### src/rtl/uart_rx_byte.sv
// 8N1 UART receive deframer: synchronizes the serial line, samples mid-bit and
// presents each byte with a one-cycle valid strobe, or a framing-error strobe.
module uart_rx_byte #(
  parameter int unsigned CLK_HZ = 50_000_000,
  parameter int unsigned BAUD   = 115200
) (
  input  logic       iCLK_50,
  input  logic       iRST_N,
  input  logic       iRXD,
  output logic [7:0] oDATA,
  output logic       oVALID,
  output logic       oFRAME_ERR,
  output logic       oBUSY
);

  localparam int unsigned CPB  = CLK_HZ / BAUD;
  localparam int unsigned HALF = CPB / 2;
  localparam int unsigned CntW = $clog2(CPB);

  localparam logic [CntW-1:0] CntBitLast  = CntW'(CPB - 1);
  localparam logic [CntW-1:0] CntHalfLast = CntW'(HALF - 1);
  localparam logic [CntW-1:0] CntOne      = CntW'(1);

  localparam logic [2:0] StIdle     = 3'd0;
  localparam logic [2:0] StStart    = 3'd1;
  localparam logic [2:0] StData     = 3'd2;
  localparam logic [2:0] StStop     = 3'd3;
  localparam logic [2:0] StWaitIdle = 3'd4;

  logic            sync1_q;
  logic            rx_s_q;
  logic [2:0]      state_q, state_d;
  logic [CntW-1:0] cnt_q, cnt_d;
  logic [2:0]      bitn_q, bitn_d;
  logic [7:0]      sh_q, sh_d;
  logic [7:0]      data_q, data_d;
  logic            valid_q, valid_d;
  logic            ferr_q, ferr_d;

  // Both synchronizer flops reset to the idle (mark) level.
  always_ff @(posedge iCLK_50) begin
    if (!iRST_N) begin
      sync1_q <= 1'b1;
      rx_s_q  <= 1'b1;
    end else begin
      sync1_q <= iRXD;
      rx_s_q  <= sync1_q;
    end
  end

  always_comb begin
    state_d = state_q;
    cnt_d   = cnt_q;
    bitn_d  = bitn_q;
    sh_d    = sh_q;
    data_d  = data_q;
    valid_d = 1'b0;
    ferr_d  = 1'b0;

    case (state_q)
      StIdle: begin
        cnt_d = '0;
        if (!rx_s_q) begin
          state_d = StStart;
        end
      end

      StStart: begin
        if (cnt_q == CntHalfLast) begin
          cnt_d = '0;
          if (!rx_s_q) begin
            state_d = StData;
            bitn_d  = 3'd0;
          end else begin
            state_d = StIdle;
          end
        end else begin
          cnt_d = cnt_q + CntOne;
        end
      end

      StData: begin
        if (cnt_q == CntBitLast) begin
          cnt_d = '0;
          // LSB arrives first, so shifting right leaves the byte aligned.
          sh_d  = {rx_s_q, sh_q[7:1]};
          if (bitn_q == 3'd7) begin
            state_d = StStop;
          end else begin
            bitn_d = bitn_q + 3'd1;
          end
        end else begin
          cnt_d = cnt_q + CntOne;
        end
      end

      StStop: begin
        if (cnt_q == CntBitLast) begin
          cnt_d = '0;
          if (rx_s_q) begin
            data_d  = sh_q;
            valid_d = 1'b1;
            state_d = StIdle;
          end else begin
            ferr_d  = 1'b1;
            state_d = StWaitIdle;
          end
        end else begin
          cnt_d = cnt_q + CntOne;
        end
      end

      // Hold off until the line returns to mark so a break is not decoded as 0x00 frames.
      StWaitIdle: begin
        cnt_d = '0;
        if (rx_s_q) begin
          state_d = StIdle;
        end
      end

      default: begin
        state_d = StIdle;
        cnt_d   = '0;
      end
    endcase
  end

  always_ff @(posedge iCLK_50) begin
    if (!iRST_N) begin
      state_q <= StIdle;
      cnt_q   <= '0;
      bitn_q  <= 3'd0;
      sh_q    <= 8'h00;
      data_q  <= 8'h00;
      valid_q <= 1'b0;
      ferr_q  <= 1'b0;
    end else begin
      state_q <= state_d;
      cnt_q   <= cnt_d;
      bitn_q  <= bitn_d;
      sh_q    <= sh_d;
      data_q  <= data_d;
      valid_q <= valid_d;
      ferr_q  <= ferr_d;
    end
  end

  assign oDATA      = data_q;
  assign oVALID     = valid_q;
  assign oFRAME_ERR = ferr_q;
  assign oBUSY      = (state_q != StIdle);

endmodule

### config.mk
export PLATFORM = sky130hd
export DESIGN_NAME = uart_rx_byte
export DESIGN_NICKNAME = d
export VERILOG_FILES = /design/src/rtl/uart_rx_byte.sv
export SDC_FILE = /design/constraint.sdc
export NUM_CORES = 1
export LEC_CHECK = 0
export ABC_AREA = 1
export CAP_MARGIN = 20
export CORE_ASPECT_RATIO = 1.75
export CORE_MARGIN = 4
export CORE_UTILIZATION = 60
export DETAILED_ROUTE_END_ITERATION = 10
export MAX_ROUTING_LAYER = met4
export PLACE_DENSITY = 0.82
export SYNTH_ARGS = -nofsm -noshare
export SYNTH_HDL_FRONTEND = slang
export SYNTH_SLANG_ARGS = --single-unit
### constraint.sdc
create_clock -name iCLK_50 -period 2.5 [get_ports iCLK_50]
set_clock_uncertainty 0.05 [all_clocks]
set_input_delay 0.5 -clock iCLK_50 [delete_from_list [all_inputs] [get_ports iCLK_50]]
set_output_delay 0.5 -clock iCLK_50 [all_outputs]
set_load 0.05 [all_outputs]
==> metrics.md <==
| Metric | Value |
|---|---|
| Yosys cell types | `27` |
| TritonCTS clock tree | `done` |
| Yosys top cell area share | `44.0%` |
| Via count | `1311` |
| Hold depth | `1` |
| Critical Path RT | `1.95 ns` |
| CP Max Fanout | `6` |
| Top-Level Pins | `14` |
| WL per Instance | `12.3 microns` |
| Seq cells post-synth | `35` |
| Pwr/cell area | `830 nW/um^2` |
| Sw Ratio | `34.5%` |
| Area Overhead vs Synth | `14.5%` |
| Fmax | `439 MHz` |
| Worst slew margin | `66.1%` |
| Gate power share | `28.8%` |
| GRT Overall Usage | `20.9%` |
| CP top delay family | `buffers and inverters` |
| Root Buffer | `clkbuf_8` |
| Setup Crit Path Kind | `reg2out` |
| Setup Buffers After CTS | `0` |
| Setup slack after placement | `0.556 ns` |
| Die Y | `76.2 microns` |
| Syn avg cell area | `7.77 sq um` |
| Critical Path Max Stage Delay | `0.79 ns` |
| CP max-delay cell | `clkdlybuf4s50_1` |
| Antenna violations before repair | `0` |
| CP startpoint | `state_q[0]$_SDFFE_PN0P_` |
| Total gr overflow | `0` |
| Site row count | `24` |
| Cells after Synth | `205` |
| Clock sink count | `35` |
| R2r setup slk | `0.77 ns` |
| Gp weighted congestion | `0.773` |
| Final HPWL DP | `2.31 mm` |
| H-tree depth | `2` |
| Startpoint types | `register` |
| Iter 0 DRT Violations | `41` |
| Fillers | `196` |
| Lkg Pwr | `0.783 nW` |
| Least-Margin Pin Slew | `0.508 ns` |
| Setup ws final | `0.224 ns` |
| Register area share after synthesis | `44.0%` |
| Final setup fails | `0` |
| Worst-case clock buffer depth | `2` |
| Total wire length | `3.07 mm` |
| Worst-path clk slew | `0.07 ns` |
| Status | `finished clean` |
| CP endpoint kind | `primary output` |
| Layout cells sized above 1 | `13.9%` |
| Pin count of the biggest net entering global routing | `22` |
| Peak supply drop | `0.000541 V` |
| Crit path time final | `2.28 ns` |
| Die Wd | `46.9 microns` |
| Drt pass-1 iters | `4` |
| Die area | `3580 sq um` |
| Int Pwr | `0.000990 W` |
| Hold Crit Class | `reg2reg` |
| Slew Viols, Final | `0` |
| R2R depth | `6` |
| Worst R2R End | `sh_q[5]$_SDFFE_PN0P_` |
| DRC | `0` |
| Port bufs | `13` |
| Setup TNS Final | `0 ns` |
| Antenna cell count | `0` |
| Ys Warns | `0` |
| Hold_sp | `sync1_q$_SDFF_PN1_` |
| Total of max-cap violations | `0` |
| Final hold vios | `0` |
| Sequential share of power | `42.2%` |
| # nets final | `230` |
| Synth area leader | `dfxtp_1` |
| CP bufs+invs | `1` |
| Final Cell Area | `1820 sq um` |
| Via density | `5.27` |
| RSZ-0062 raised after global routing | `false` |
| Period utilisation layout | `91.1%` |
| Routed Antenna Nets | `0` |
| Core Area | `2520 sq um` |
| Vias in the first global route | `1322` |
| First-pass GRT wire length | `5.42 mm` |
| Clock Latency Late Sink | `0.28 ns` |
| Clk pwr share | `29.0%` |
| DP Area | `1720 sq um` |
| Hold Buf Count CTS | `0` |
| Worst EP arrival | `1.73 ns` |
| CTS resizes | `0` |
| Total CTS buffers | `5` |
| Worst path cell trace | `nor2_1, nand2_1, clkdlybuf4s50_1` |
| Switching component of the power | `0.000522 W` |
| Worst reg2reg path startpoint | `cnt_q[0]$_SDFF_PN0_` |
| Post-Synthesis Cell Area | `1590 sq um` |
| Synth top area cells | `dfxtp_1 (44%), nand2_1 (8.0%), nor2_1 (7.3%)` |
| Syn_nets | `213` |
| Hold Path End | `rx_s_q$_SDFF_PN1_` |
| Initial Util | `63.1%` |
## routing by layer
metal	share of wire [%]	global-route usage (%)	wire length [microns]	up-vias
met5	0	-	0	-
met4	3.0	10.2	93	0
met3	3.0	4.26	91	8
met2	56	36.4	1710	28
met1	38	20.1	1170	602
li1	-	-	-	673
## power by group through the flow
stage | clock, W | combinational, W | sequential (W)
3_3_place_gp | 0 | 0.000420 | 0.000641
6_report | 0.000439 | 0.000435 | 0.000639
3_5_place_dp | 0 | 0.000432 | 0.000648
5_1_grt | 0.000472 | 0.000489 | 0.000641
2_1_floorplan | 0 | 0.000346 | 0.000638
4_1_cts | 0.000448 | 0.000435 | 0.000636
## layout by cell type (no fill, tap or decap), types with 5 or more instances in the layout
cell / n
a21oi_1: 13
clkbuf_8: 7
nor2_1: 31
nand2_2: 5
dfxtp_1: 35
o21ai_0: 12
nand2_1: 34
nand3_1: 5
ha_1: 5
inv_1: 29
clkdlybuf4s50_1: 13
## state kept, by name, summed over array words and instances, names as in the netlist
register / count
bitn_q: 3
sync1_q: 1
rx_s_q: 1
oFRAME_ERR: 1
oVALID: 1
oDATA: 8
sh_q: 8
state_q: 3
cnt_q: 9
## area by class of cell
| type | instances | area [sq um] | area share [%] |
|---|---|---|---|
| Inverter | 31 | 116 | 6.38 |
| Tap cell | 26 | 32.5 | 1.78 |
| Clock buffer | 8 | 100 | 5.49 |
| Sequential cell | 35 | 701 | 38.4 |
| Multi-Input combinational cell | 135 | 736 | 40.4 |
| Timing Repair Buffer | 14 | 138 | 7.55 |
## cell families (layout without fill, tap and decap cells)
logic type               after synthesis  count (layout)  share of synthesized area, %
AND/OR/NAND/NOR                       92              92                          27.5
flip-flops                            35              35                          44.0
buffers and inverters                 35              53                          9.82
AO/OA/AOI/OAI                         32              32                          11.5
XOR/XNOR                               6               6                          3.30
adder cells (fa/ha/maj)                5               5                          3.93
## worst max-delay path by stage
stage,cells past startpoint,end,slack (ns)
2_1_floorplan,8,oDATA[5]$_SDFFE_PN0P_,1.06
3_3_place_gp,3,oBUSY,0.59
3_5_place_dp,3,oBUSY,0.56
4_1_cts,3,oBUSY,0.23
5_1_grt,3,oBUSY,0.18
6_report,3,oBUSY,0.22
## through the flow
stage          power [W]  hold slack [ns]  util (%)  std cells
6_report         0.00151            0.373      72.3        249
5_1_grt          0.00160            0.397      72.3        249
4_1_cts          0.00152            0.380      72.3        249
3_5_place_dp     0.00108            0.362      68.3        241
3_3_place_gp     0.00106            0.348      68.3        241
2_1_floorplan   0.000984            0.343         -        205
## cell usage after synthesis
cell type  count
a211oi_2       1
a21oi_1       13
a21oi_2        2
buf_6          2
clkbuf_1       1
clkbuf_8       1
dfxtp_1       35
ha_1           5
inv_1         29
inv_2          2
nand2_1       34
nand2_2        5
nand2_4        1
nand3_1        5
nand3_2        3
nand3b_2       1
nand4_1        3
nor2_1        31
nor2_2         3
nor2_8         1
nor3_1         3
o21ai_0       12
o21ai_1        2
o21ai_2        2
or2_2          2
xnor2_1        3
xor2_1         3
No activity file was read; power rests on OpenSTA's default activity.
